[config.mk]
export PLATFORM = sky130hd
export DESIGN_NAME = button_debounce
export DESIGN_NICKNAME = d
export VERILOG_FILES = /design/src/rtl/button_pkg.sv /design/src/rtl/sync_2ff.sv /design/src/rtl/button_debounce.sv
export SDC_FILE = /design/constraint.sdc
export NUM_CORES = 1
export LEC_CHECK = 0
export CORE_UTILIZATION = 40
export CTS_BUF_LIST = sky130_fd_sc_hd__clkbuf_2 sky130_fd_sc_hd__clkbuf_4 sky130_fd_sc_hd__clkbuf_8
export DETAILED_ROUTE_END_ITERATION = 8
export PLACE_DENSITY = 0.59
export SLEW_MARGIN = 20
export SYNTH_ARGS = -nofsm -noshare
export SYNTH_HDL_FRONTEND = slang
export SYNTH_HIERARCHICAL = 1
export SYNTH_SLANG_ARGS = --single-unit
[constraint.sdc]
create_clock -name CLK_IN -period 5.25 [get_ports CLK_IN]
set_clock_uncertainty 0.05 [all_clocks]
set_input_delay 0.7875 -clock CLK_IN [delete_from_list [all_inputs] [get_ports CLK_IN]]
set_output_delay 0.7875 -clock CLK_IN [all_outputs]
set_load 0.1 [all_outputs]
[src/rtl/button_pkg.sv]
// Shared types and elaboration-time helpers for the push-button debouncer.
package button_pkg;

  localparam int unsigned CNT_W = 32;

  typedef enum logic [2:0] {
    ST_IDLE,
    ST_SETTLE_PRESS,
    ST_HELD_DELAY,
    ST_HELD_REPEAT,
    ST_SETTLE_RELEASE
  } state_t;

  // Milliseconds to clock cycles; never returns 0 so "load N-1" stays valid.
  function automatic logic [CNT_W-1:0] ms_to_cycles(input logic [31:0] freq,
                                                     input logic [31:0] ms);
    logic [CNT_W-1:0] cycles;
    cycles = freq / 32'd1000 * ms;
    return (cycles == '0) ? {{(CNT_W-1){1'b0}}, 1'b1} : cycles;
  endfunction

  function automatic logic [CNT_W-1:0] hz_to_cycles(input logic [31:0] freq,
                                                     input logic [31:0] hz);
    logic [CNT_W-1:0] cycles;
    cycles = (hz == 32'd0) ? '0 : freq / hz;
    return (cycles == '0) ? {{(CNT_W-1){1'b0}}, 1'b1} : cycles;
  endfunction

endpackage

[src/rtl/sync_2ff.sv]
// Two-flop synchroniser for a single asynchronous input bit.
module sync_2ff #(
  parameter logic RESET_VAL = 1'b0
) (
  input  logic CLK_IN,
  input  logic RST_N,
  input  logic d,
  output logic q
);

  logic [1:0] sync_reg;

  always_ff @(posedge CLK_IN or negedge RST_N) begin
    if (!RST_N) begin
      sync_reg <= {2{RESET_VAL}};
    end else begin
      sync_reg <= {sync_reg[0], d};
    end
  end

  assign q = sync_reg[1];

endmodule

[src/rtl/button_debounce.sv]
// Debounces one raw button pin into a held level, press/release pulses and
// an auto-repeating step pulse.
module button_debounce
  import button_pkg::*;
#(
  parameter int unsigned CLK_FREQ        = 12000000,
  parameter int unsigned DEBOUNCE_MS     = 20,
  parameter int unsigned REPEAT_DELAY_MS = 500,
  parameter int unsigned REPEAT_RATE_HZ  = 4,
  parameter bit          REPEAT_EN       = 1'b1,
  parameter bit          ACTIVE_LOW      = 1'b1
) (
  input  logic CLK_IN,
  input  logic RST_N,
  input  logic btn_i,
  output logic pressed_o,
  output logic press_o,
  output logic release_o,
  output logic step_o
);

  localparam logic             INACTIVE = ACTIVE_LOW ? 1'b1 : 1'b0;
  localparam logic [CNT_W-1:0] CNT_ONE  = {{(CNT_W-1){1'b0}}, 1'b1};
  localparam logic [CNT_W-1:0] DEB_CNT  = ms_to_cycles(CLK_FREQ, DEBOUNCE_MS);
  localparam logic [CNT_W-1:0] DLY_CNT  = ms_to_cycles(CLK_FREQ, REPEAT_DELAY_MS);
  localparam logic [CNT_W-1:0] PER_CNT  = hz_to_cycles(CLK_FREQ, REPEAT_RATE_HZ);
  localparam logic [CNT_W-1:0] DEB_LOAD = DEB_CNT - CNT_ONE;
  localparam logic [CNT_W-1:0] DLY_LOAD = DLY_CNT - CNT_ONE;
  localparam logic [CNT_W-1:0] PER_LOAD = PER_CNT - CNT_ONE;

  logic btn_sync;
  logic s;

  state_t           state_reg,   state_next;
  logic [CNT_W-1:0] cnt_reg,     cnt_next;
  logic             pressed_reg, pressed_next;
  logic             press_reg,   press_next;
  logic             release_reg, release_next;
  logic             step_reg,    step_next;

  sync_2ff #(
    .RESET_VAL(INACTIVE)
  ) u_sync (
    .CLK_IN(CLK_IN),
    .RST_N (RST_N),
    .d     (btn_i),
    .q     (btn_sync)
  );

  // Normalise to active-high so the FSM never cares about pin polarity.
  assign s = btn_sync ^ INACTIVE;

  always_ff @(posedge CLK_IN or negedge RST_N) begin
    if (!RST_N) begin
      state_reg   <= ST_IDLE;
      cnt_reg     <= '0;
      pressed_reg <= 1'b0;
      press_reg   <= 1'b0;
      release_reg <= 1'b0;
      step_reg    <= 1'b0;
    end else begin
      state_reg   <= state_next;
      cnt_reg     <= cnt_next;
      pressed_reg <= pressed_next;
      press_reg   <= press_next;
      release_reg <= release_next;
      step_reg    <= step_next;
    end
  end

  always_comb begin
    state_next   = state_reg;
    cnt_next     = cnt_reg;
    pressed_next = pressed_reg;
    press_next   = 1'b0;
    release_next = 1'b0;
    step_next    = 1'b0;
    case (state_reg)
      ST_IDLE: begin
        if (s) begin
          state_next = ST_SETTLE_PRESS;
          cnt_next   = DEB_LOAD;
        end
      end
      ST_SETTLE_PRESS: begin
        if (!s) begin
          state_next = ST_IDLE;
        end else if (cnt_reg == '0) begin
          pressed_next = 1'b1;
          press_next   = 1'b1;
          step_next    = 1'b1;
          state_next   = ST_HELD_DELAY;
          cnt_next     = DLY_LOAD;
        end else begin
          cnt_next = cnt_reg - CNT_ONE;
        end
      end
      ST_HELD_DELAY: begin
        if (!s) begin
          state_next = ST_SETTLE_RELEASE;
          cnt_next   = DEB_LOAD;
        end else if (cnt_reg == '0) begin
          // Without auto-repeat the counter simply parks at zero.
          if (REPEAT_EN) begin
            step_next  = 1'b1;
            state_next = ST_HELD_REPEAT;
            cnt_next   = PER_LOAD;
          end
        end else begin
          cnt_next = cnt_reg - CNT_ONE;
        end
      end
      ST_HELD_REPEAT: begin
        // Release start wins over a coincident repeat tick.
        if (!s) begin
          state_next = ST_SETTLE_RELEASE;
          cnt_next   = DEB_LOAD;
        end else if (cnt_reg == '0) begin
          step_next = 1'b1;
          cnt_next  = PER_LOAD;
        end else begin
          cnt_next = cnt_reg - CNT_ONE;
        end
      end
      ST_SETTLE_RELEASE: begin
        if (s) begin
          state_next = REPEAT_EN ? ST_HELD_REPEAT : ST_HELD_DELAY;
          cnt_next   = PER_LOAD;
        end else if (cnt_reg == '0) begin
          pressed_next = 1'b0;
          release_next = 1'b1;
          state_next   = ST_IDLE;
        end else begin
          cnt_next = cnt_reg - CNT_ONE;
        end
      end
      default: begin
        state_next   = ST_IDLE;
        cnt_next     = '0;
        pressed_next = 1'b0;
      end
    endcase
  end

  assign pressed_o = pressed_reg;
  assign press_o   = press_reg;
  assign release_o = release_reg;
  assign step_o    = step_reg;

endmodule

# Word level (Yosys, flattened, before mapping)
# Index checks and enable logic that the tools add are counted.
# classes
n_addsub	1
mul	0
div	0
magnitude_cmp	0
eq_ne	14
shift	0
n_mux	28
n_bitwise	1
reduce_logical	8
# op_table
op	count
$mux 32	7
$pmux 32 s4	1
$logic_not 32->1	1
$sub 32x1->32 const B	1
$mux 3	8
$pmux 3 s5	1
$mux 1	10
$reduce_and 5->1	2
$ne 2x2->1 const B	4
$eq 3x2->1 const B	2
$ne 3x2->1 const B	2
$ne 3x3->1 const B	2
$reduce_or 3->1	2
$ne 2x1->1 const B	2
$eq 3x1->1 const B	1
$eq 3x3->1 const B	1
$logic_not 3->1	1
$pmux 1 s3	1
$reduce_and 3->1	1
$reduce_or 2->1	1
$not 1->1	1
# word_totals
register_bits	41
latchBits	0
mem_bits_rw	0
mem_bits_ro	0
input_bits	3
output_inout_bits	4
word_cells	59
mem_count	0

# Logic depth before layout (Yosys ltp)
# logic_depth
depth_word	4
ltp_mapped	10
depth_no_buf	8

# Modules after synthesis
# Netlist, hierarchy kept.
# modules_own_cells
module	n_inst	cells_each	area_per_inst_um2	seq_area_each_um2
button_debounce	1	298	2556.2	975.9
sync_2ff	1	2	52.6	52.6

# Least setup slack after synthesis
# No wires, ideal clock.
# synth_path
path_type	register to register
start	reg cnt_reg[0]
end	reg cnt_reg[11]
setup_time_ns	0.126
arrival_ns	2.434
required_time_ns	5.074
setup_slack_ns	2.640
stages_incl_launch_ff	10
path_buffers	1
path_cell_list	dfrtp_1 > inv_1 > ha_1 > nor3b_1 > nand4_2 > nor3_1 > buf_4 > a31o_4 > o21ai_1 > a221o_1
# synth_via
elab_chain_cells	4
elab_cells_between_ends	11
cone_classes	add/sub (1); eq/ne (1); mux (7); reduce/logical (2)
# synth_rtl
element	line	source
from (decl)	button_debounce.sv:35	logic [CNT_W-1:0] cnt_reg, cnt_next;
from (signal assigned)	button_debounce.sv:63	cnt_reg <= cnt_next;
$sub 32x1->32 / $logic_not 32->1 (equally long branches)	--	
$mux 32 (on tied branches)	button_debounce.sv:129, button_debounce.sv:88, button_debounce.sv:118	
$mux 32 (on tied branches)	button_debounce.sv:126, button_debounce.sv:86, button_debounce.sv:99	
$pmux 32 s4	button_debounce.sv:78	case (state_reg)
# Several ways; a longest one is shown, not always the timed one. The select of a mux whose other input is x is not followed.
# A chain may end at the register's enable or synchronous reset.

# Worst setup path after layout
# layout_path
start	reg cnt_reg[0]
end	reg cnt_reg[3]
# The elaborated chain is that of the path after synthesis.

==> run_results.csv <==
group,metric,value,unit
global_routing,gr-total-overflow,0,
clocking,clkTransAtPathRegs,90,ps
critical_path,rr_endpoint,"cnt_reg[3]",
clocking,cts_made_buffers,5,
placed_design,io_buffer_count,6,
synth,synth-edff-count,0,
sta,max_slew_margin,0.354,
die,ios,7,
sta,hold_viol,0,
global_routing,grtUsageTotal,0.229,
power_and_ir_drop,peakVddDrop,126,uV
clocking,cts_tree,"done",
synth,synth_area_per_cell,8.70,sq um
finish,fin_nets,304,
detailed_routing,ant_nets,0,
flow_run,maxCapViolations,0,
sta,final-max-slew-violation-count,0,
finish,area_delta_synth_final,7.19,%
global_routing,antenna_found_initial,0,
die,fp.dieW,82.8,um
finish,final_cell_mix,"dfrtp_1, nand2_1, nor2_1",
critical_path,end_kind,"flip-flop",
detailed_routing,drt_first_pass_iters,5,
synth,synthFlopType,"dfrtp_1",
critical_path,r2r_slack,1790,ps
die,coreArea,0.00631,sq mm
sta,whs,307,ps
detailed_routing,wl_per_cell,18.0,um
synth,synth_cells,300,
sta,rsz0062_at_grt,"false",
critical_path,arrival,3630,ps
synth,yosysSeqAreaShare,0.394,
die,die_height,82.8,um
sta,worstMarginPinSlew,960,ps
power_and_ir_drop,p_total,663,uW
finish,stdcell_area,0.00280,sq mm
sta,setup_tns,0,ps
detailed_routing,viasPerCell,6.19,
detailed_routing,vias,2341,
detailed_routing,post-route-drc-count,0,
global_routing,grt_pass1_vias,2288,
clocking,cts.sinks,41,
run_status,status,"completed",
synth,syn_area,0.00261,sq mm
critical_path,worstSetupPathType,"reg -> reg",
clocking,post-cts-setup-buffers,0,
global_routing,grt_first_pass_wirelength,11500,um
die,die_area,0.00685,sq mm
critical_path,critPathLaunch,"cnt_reg[0]",
worst_hold_path,hold_class,"reg -> reg",
finish,largest_register_ffs,32,
critical_path,critPathMaxFanout,12,
die,start_util,0.413,
critical_path,rr_startpoint,"cnt_reg[0]",
clocking,cts_resized,0,
clocking,clock_path_buffers,2,
power_and_ir_drop,powerDensity,237,mW/mm^2
synth,async_flop_share,1.00,
finish,antenna_cells,0,
clocking,cts_max_level,2,
die,rows,29,
clocking,root_buffer,"clkbuf_8",
detailed_routing,drt-total-wl,6800,um
finish,post-route-util,0.443,
synth,yosysWarnings,6,
placed_design,dpl.hpwl,4720,um
clocking,insertion_delay,300,ps
critical_path,endpoint,"cnt_reg[3]",
critical_path,critPathRequiredTime,5420,ps
synth,ys_types,66,
sta,fin_crit,3460,ps
sta,fin_crit_sh,0.659,
critical_path,cp-start-kind,"flip-flop",
synth,syn_nets,304,
clocking,ctsHoldBuffers,0,
finish,mostFrequentLayoutCell,"dfrtp_1",
sta,fmax,0.289,GHz
finish,drive_gt1_frac,0.113,
detailed_routing,drt_iter0_drc,207,
placed_design,place_area,0.00270,sq mm
critical_path,r2r.worst_path.cells,8,
placed_design,routabilityCongestion,0.888,
sta,setup_viol_count_final,0,
power_and_ir_drop,p_leak,0.00115,uW
global_routing,grt_max_degree,42,
synth,ys_ff_latch,41,
-- metrics by stage --
step | std cells | worst slack (ps)
floorplan | 300 | 2640
global placement | 370 | 1700
detailed placement | 370 | 1640
CTS | 378 | 1630
global route | 378 | 1530
finish | 378 | 1790
-- cell usage after synthesis (all sizes together), types with 2 or more instances --
cell     number  area, sq um
o31ai         4         35.0
a21o          5         37.5
a31oi        12         75.1
and3          2         12.5
a31o          2         26.3
or2           3         21.3
o22ai         6         62.6
and2          2         12.5
nor3b         2         20.0
clkbuf        9         33.8
o21ai        21          109
dfstp         2         52.6
dfrtp        39          976
nand2        30          113
nor4         10         77.6
nor2         30          115
nor2b         3         18.8
and4          2         17.5
o221ai        2         17.5
inv          10         37.5
a21oi        20          104
buf           6         41.3
o2bb2ai       3         26.3
nand3         5         25.0
a221o         3         30.0
xnor2         9         78.8
nor3         19          100
or3           5         31.3
nand4         3         25.0
or4           6         45.0
xor2          4         35.0
o41ai         2         17.5
-- layout make-up --
class,count,area (sq um)
fillers,621,3520
multi-input cells,234,1470
flip-flops and latches,41,1030
well taps,77,96.3
clock buffers,7,83.8
repair buffers,8,70.1
inverters,10,37.5
clock inverters,1,7.51
-- worst max-delay path: stages (launching register included) --
cell and delay (ps):
dfrtp_1 450, inv_1 90, ha_1 180, nor3b_1 620, and4_1 510, nand3_1 480
o221ai_1 710, nor3_1 140, o21ai_1 140
-- logic make-up (layout without fill, tap and decap cells) --
family | Yosys count | after routing | share of synthesized area
buffers and inverters | 25 | 26 | 0.0432
AO/OA/AOI/OAI | 95 | 95 | 0.261
adder cells (fa/ha/maj) | 1 | 1 | 0.00480
XOR/XNOR | 13 | 13 | 0.0436
flip-flops | 41 | 41 | 0.394
AND/OR/NAND/NOR | 125 | 125 | 0.253
-- metal layers --
layer / vias up / GRT usage / wire [um]
li1: 1121 / - / -
met1: 1133 / 0.315 / 3130
met2: 77 / 0.358 / 3180
met3: 10 / 0.0527 / 425
met4: 0 / 0.0655 / 65
met5: - / 0 / 0
-- power by group --
group	switching [uW]	internal, uW	total [uW]
sequential	20.4	331	351
clock	112	105	217
combinational	58.9	36.0	94.9
-- how the worst min path moves through the flow --
stage | startpoint | endpoint | slack [ps] | cells past startpoint
after floorplan | u_sync/sync_reg[0] | u_sync/sync_reg[1] | 300 | 0
after global placement | u_sync/sync_reg[0] | u_sync/sync_reg[1] | 300 | 0
after detailed placement | u_sync/sync_reg[0] | u_sync/sync_reg[1] | 300 | 0
after CTS | u_sync/sync_reg[0] | u_sync/sync_reg[1] | 310 | 0
after global routing | u_sync/sync_reg[0] | u_sync/sync_reg[1] | 310 | 0
final | u_sync/sync_reg[0] | u_sync/sync_reg[1] | 310 | 0
(Power assumes the default switching activity.)
